--- src/rtl/arb_pkg.sv ---
// Shared types and constants for the 3-way round-robin arbiter.
// Latency: n/a (package only).
// Backpressure: n/a (package only).
package arb_pkg;

    typedef enum logic {
        IDLE  = 1'b0,
        GRANT = 1'b1
    } state_t;

    localparam logic [1:0] SEL_D0   = 2'd0;
    localparam logic [1:0] SEL_D1   = 2'd1;
    localparam logic [1:0] SEL_D2   = 2'd2;
    localparam logic [1:0] SEL_NONE = 2'd3;

    localparam int MAX_HOLD_DEF = 4;

    // First set request searched cyclically from ptr+1; ptr itself is checked last.
    function automatic logic [1:0] rr_pick(input logic [2:0] req, input logic [1:0] ptr);
        logic [1:0] a;
        logic [1:0] b;
        logic [1:0] c;
        case (ptr)
            2'd0:    begin a = SEL_D1; b = SEL_D2; c = SEL_D0; end
            2'd1:    begin a = SEL_D2; b = SEL_D0; c = SEL_D1; end
            default: begin a = SEL_D0; b = SEL_D1; c = SEL_D2; end
        endcase
        if (req[a])      rr_pick = a;
        else if (req[b]) rr_pick = b;
        else if (req[c]) rr_pick = c;
        else             rr_pick = SEL_NONE;
    endfunction

    // Encoded select to one-hot grant; SEL_NONE maps to no grant.
    function automatic logic [2:0] sel_to_onehot(input logic [1:0] sel);
        case (sel)
            SEL_D0:  sel_to_onehot = 3'b001;
            SEL_D1:  sel_to_onehot = 3'b010;
            SEL_D2:  sel_to_onehot = 3'b100;
            default: sel_to_onehot = 3'b000;
        endcase
    endfunction

endpackage

--- src/rtl/mux31.sv ---
// 3:1 32-bit payload mux; select 3 yields zero.
// Latency: combinational, zero cycles.
// Backpressure: none, pure datapath.
module mux31
    import arb_pkg::*;
(
    input  logic [1:0]  i_sel,
    input  logic [31:0] i_d0,
    input  logic [31:0] i_d1,
    input  logic [31:0] i_d2,
    output logic [31:0] o_y
);

    // Steer the selected payload, zero when nothing is granted.
    always_comb begin
        case (i_sel)
            SEL_D0:  o_y = i_d0;
            SEL_D1:  o_y = i_d1;
            SEL_D2:  o_y = i_d2;
            default: o_y = 32'd0;
        endcase
    end

endmodule

--- src/rtl/rr_arb3.sv ---
// Round-robin arbiter over 3 requesters with a per-grant transfer cap of MAX_HOLD.
// Latency: 1 cycle request-to-grant; payload y follows select combinationally.
// Backpressure: out_ready=0 stalls the current grant; count and grant hold until transfers resume.
module rr_arb3
    import arb_pkg::*;
#(
    parameter int MAX_HOLD = MAX_HOLD_DEF
) (
    input  logic        clk,
    input  logic        reset,
    input  logic [2:0]  req,
    input  logic [31:0] d0,
    input  logic [31:0] d1,
    input  logic [31:0] d2,
    input  logic        out_ready,
    output logic [2:0]  grant,
    output logic [1:0]  select,
    output logic [31:0] y,
    output logic        out_valid
);

    state_t      r_state;
    state_t      w_nxt_state;
    logic [2:0]  r_grant;
    logic [2:0]  w_nxt_grant;
    logic [1:0]  r_sel;
    logic [1:0]  w_nxt_sel;
    logic [1:0]  r_ptr;
    logic [1:0]  w_nxt_ptr;
    logic [3:0]  r_cnt;
    logic [3:0]  w_nxt_cnt;
    logic [1:0]  w_pick;
    logic        w_req_g;
    logic        w_xfer;
    logic        w_release;

    // State and grant registers; reset leaves the pointer at 2 so requester 0 wins first.
    always_ff @(posedge clk) begin
        if (reset) begin
            r_state <= IDLE;
            r_grant <= 3'b000;
            r_sel   <= SEL_NONE;
            r_ptr   <= SEL_D2;
            r_cnt   <= 4'd0;
        end else begin
            r_state <= w_nxt_state;
            r_grant <= w_nxt_grant;
            r_sel   <= w_nxt_sel;
            r_ptr   <= w_nxt_ptr;
            r_cnt   <= w_nxt_cnt;
        end
    end

    // Next grant: pick a new winner from IDLE or on release, otherwise hold and count transfers.
    always_comb begin
        w_nxt_state = r_state;
        w_nxt_grant = r_grant;
        w_nxt_sel   = r_sel;
        w_nxt_ptr   = r_ptr;
        w_nxt_cnt   = r_cnt;
        w_pick      = rr_pick(req, r_ptr);
        case (r_state)
            IDLE: begin
                w_nxt_cnt = 4'd0;
                if (w_pick != SEL_NONE) begin
                    w_nxt_state = GRANT;
                    w_nxt_sel   = w_pick;
                    w_nxt_grant = sel_to_onehot(w_pick);
                    w_nxt_ptr   = w_pick;
                end
            end
            default: begin
                if (w_release) begin
                    w_nxt_cnt = 4'd0;
                    if (w_pick != SEL_NONE) begin
                        w_nxt_sel   = w_pick;
                        w_nxt_grant = sel_to_onehot(w_pick);
                        w_nxt_ptr   = w_pick;
                    end else begin
                        w_nxt_state = IDLE;
                        w_nxt_sel   = SEL_NONE;
                        w_nxt_grant = 3'b000;
                    end
                end else if (w_xfer) begin
                    w_nxt_cnt = r_cnt + 4'd1;
                end
            end
        endcase
    end

    // Outputs and handshake: valid tracks the granted requester's live request.
    always_comb begin
        w_req_g   = (r_sel == SEL_NONE) ? 1'b0 : req[r_sel];
        out_valid = w_req_g && (r_state == GRANT);
        w_xfer    = out_valid && out_ready;
        w_release = (r_state == GRANT) &&
                    (!w_req_g || (w_xfer && (r_cnt == 4'(MAX_HOLD - 1))));
        grant     = r_grant;
        select    = r_sel;
    end

    mux31 u_mux (
        .i_sel (r_sel),
        .i_d0  (d0),
        .i_d1  (d1),
        .i_d2  (d2),
        .o_y   (y)
    );

endmodule

--- config.mk ---
export PLATFORM = sky130hd
export DESIGN_NAME = rr_arb3
export DESIGN_NICKNAME = d
export VERILOG_FILES = /design/src/rtl/arb_pkg.sv /design/src/rtl/mux31.sv /design/src/rtl/rr_arb3.sv
export SDC_FILE = /design/constraint.sdc
export NUM_CORES = 1
export LEC_CHECK = 0
export ABC_CLOCK_PERIOD_IN_PS = 1600
export BUFFER_PORTS_ARGS = -buffer_cell sky130_fd_sc_hd__buf_4
export CORE_ASPECT_RATIO = 2
export CORE_MARGIN = 5
export CORE_UTILIZATION = 35
export CTS_CLUSTER_DIAMETER = 80
export CTS_CLUSTER_SIZE = 10
export DETAILED_ROUTE_END_ITERATION = 10
export GPL_TIMING_DRIVEN = 0
export PLACE_DENSITY = 0.91
export SYNTH_ARGS = -nofsm -noshare
export SYNTH_HDL_FRONTEND = slang
export SYNTH_SLANG_ARGS = --single-unit
--- constraint.sdc ---
create_clock -name clk -period 1.6 [get_ports clk]
set_clock_uncertainty 0.1 [all_clocks]
set_input_delay 0.32 -clock clk [delete_from_list [all_inputs] [get_ports clk]]
set_output_delay 0.32 -clock clk [all_outputs]
set_load 0.01 [all_outputs]
==> impl_results.md <==
* Post-DP HPWL at 4700 um
* Pre-CTS worst setup slack at -0.240 ns
* Leakage at 1.57 nW
* Number of flops mapped to enable cells by yosys at 0
* Die ar. at 0.00503 mm^2
* Reg-to-Reg End: select[0]$_SDFFE_PP1P_
* Peak supply drop at 0.000662 V
* Slew Limit Fails at 0
* Drt via density at 5.44
* Final period util at 1.17
* RSZ-0062 raised after global routing: true
* Post-synthesis register bit count at 12
* WP data required at 1.18 ns
* Crit-path max FO at 10
* Core ar. at 0.00357 mm^2
* Setup TNS at -7.31 ns
* Largest net degree at the start of global routing at 11
* Diode count at 0
* Gr usage total at 0.243
* Slew HR at 0.643
* FFs w/ async S/R, synth at 0
* CTS H-tree lvls at 1
* Top Ports at 140
* Final net count at 449
* Vias in the first global route at 1999
* Cell Area, Synth at 0.00128 mm^2
* Final setup fails at 37
* Placed instance area at 0.00239 mm^2
* Synth top area share at 0.259
* Final Hold Vio Count at 0
* Status: finished with violations
* Synth Instances at 176
* Design Area, Final at 0.00307 mm^2
* Antenna violations before repair at 0
* FMAX at 0.536 GHz
* CTS Sinks at 12
* PnR worst setup slack at -0.266 ns
* Startpoint Class: flop
* Layout cells sized above 1 at 0.728
* Met2 wire length at 4320 um
* Cell taking the most area after synthesis: mux2i_1
* Drt total wl at 7710 um
* Grt ovf at 0
* Root Driver: clkbuf_8
* Routed len/inst at 19.6 um
* I/O Buffers at 139
* Rows at 31
* Insertion delay to the later sink of the worst-skew pair at 0.25 ns
* Area grow syn2layout at 141%
* Distinct cell type count after synthesis at 37
* First-pass GRT wire length at 9220 um
* Crit path DAT at 1.45 ns
* Tot Pwr at 1.98 mW
* R2R cell count at 7
* Drt initial violations at 50
* Dominant synthesized flop cell: dfxtp_1
* Highest metal used: met4
* Reg-to-Reg Start: select[1]$_SDFFE_PP1P_
* Vias at 2143
* Final GP Congestion at 0.886
* Synthesized area per cell at 7.25 um^2
* Final Core Density at 0.860
* Mapped Nets at 279
* Die height at 95.4 um
* Top-count cell post-synth: nand2_1
* Leading post-synthesis cells by cell area: mux2i_1, dfxtp_1, nand2_1
* R2R setup slack at -0.12 ns
* Yosys warns at 0
* Clock Tree Buf Depth at 2
* Failing checks: setup timing
* DR pass1 iterations at 4
* Post-synth top cells: nand2_1, mux2i_1, o21ai_1, o21ai_0, dfxtp_1
* Number of max-cap violations at 0
* Chip width at 52.7 um
* Worst Setup Path Type: flop to output port
* Initial Util at 0.358
* PwrDens at 645 mW/mm^2
* TritonCTS clock tree: built
* Worst min-delay path category: input pin to flop
* Register area share after synthesis at 0.188
* Worst Setup SP: select[0]$_SDFFE_PP1P_
* ANT nets after route at 0
* Crit path to: y[12]
* Min cycle time layout at 1.87 ns
* M1 WL at 2480 um
* Residual DRC at 0
* Clock buffer count from CTS at 3
* Met3 wire len at 525 um
* Slew @ Worst Pin at 0.536 ns
* Critical Path Sink Type: output port
* Clock Pin Slew Worst Setup and Hold Paths at 0.06 ns
* Hold Crit Start: reset
## per-stage QoR
step / hold WS [ns] / instances
final: 0.192 / 394
after global routing: 0.195 / 394
after detailed placement: 0.346 / 364
after CTS: 0.171 / 384
after global placement: 0.349 / 364
after floorplan: 0.285 / 176
## layout by cell type (no fill, tap or decap), drive strengths merged, types with 2 or more instances in the layout
master  Yosys  routed
buf         9     174
dfxtp      12      12
mux2i      34      34
nand2      36      36
nand3       2       2
clkbuf      4       8
nand4       3       3
o21ai      37      37
nor2        6       6
o31a        2       2
a21oi       5       5
o211ai      2       2
nor2b       2       2
inv         2       2
nor3        2       2
## worst max-delay path, cell delays in order, from the launching register on
cell and delay [ns]:
dfxtp_2 0.34, buf_6 0.14, buf_6 0.18, mux2i_1 0.30
o21ai_2 0.09, buf_4 0.15
## cell type report
type	count	area, um^2
Buffer	13	155
Clock buffer	4	55.1
Fill cell	210	498
Inverter	2	7.51
Multi-Input combinational cell	149	1240
Sequential cell	12	243
Tap cell	49	61.3
Timing Repair Buffer	165	1310
## worst min path at each step
stage / cells past startpoint / end
floorplan: 1 / r_ptr[0]$_SDFFE_PP0P_
global placement: 2 / grant[1]$_SDFFE_PP0P_
detailed placement: 2 / grant[1]$_SDFFE_PP0P_
CTS: 2 / r_ptr[0]$_SDFFE_PP0P_
global route: 2 / grant[2]$_SDFFE_PP0P_
finish: 2 / grant[2]$_SDFFE_PP0P_
## registers in the layout, summed over array words and instances, names as in the netlist
| signal | flops |
|---|---|
| r_ptr | 2 |
| r_cnt | 4 |
| grant | 3 |
| r_state | 1 |
| select | 2 |
## layer usage
layer  track usage  up-vias
met5             0        -
met3        0.0501       39
met1         0.219     1010
met2         0.488      116
met4         0.102        0
li1              -      978
## cells by family after synthesis
logic type	synth area share
AO/OA/AOI/OAI	0.261
XOR/XNOR	0.0137
adder cells (fa/ha/maj)	0.00980
buffers and inverters	0.0578
flip-flops	0.188
multiplexers	0.270
AND/OR/NAND/NOR	0.200
## power by group
part | leakage [nW] | internal, mW | switching, mW
clock | 0.0288 | 0.218 | 0.124
combinational | 1.44 | 0.710 | 0.583
sequential | 0.0985 | 0.325 | 0.0193
total | 1.57 | 1.25 | 0.727
## timing repair
| item | in CTS | in global routing |
|---|---|---|
| endpoints found under the setup margin | 34 | 40 |
| resized for setup | 50 | 75 |
| hold buffers | 0 | 0 |
| pin swaps | 14 | 16 |
| buffers inserted | 12 | 10 |
| cloned | 4 | 0 |
No activity file was read; power rests on OpenSTA's default activity.
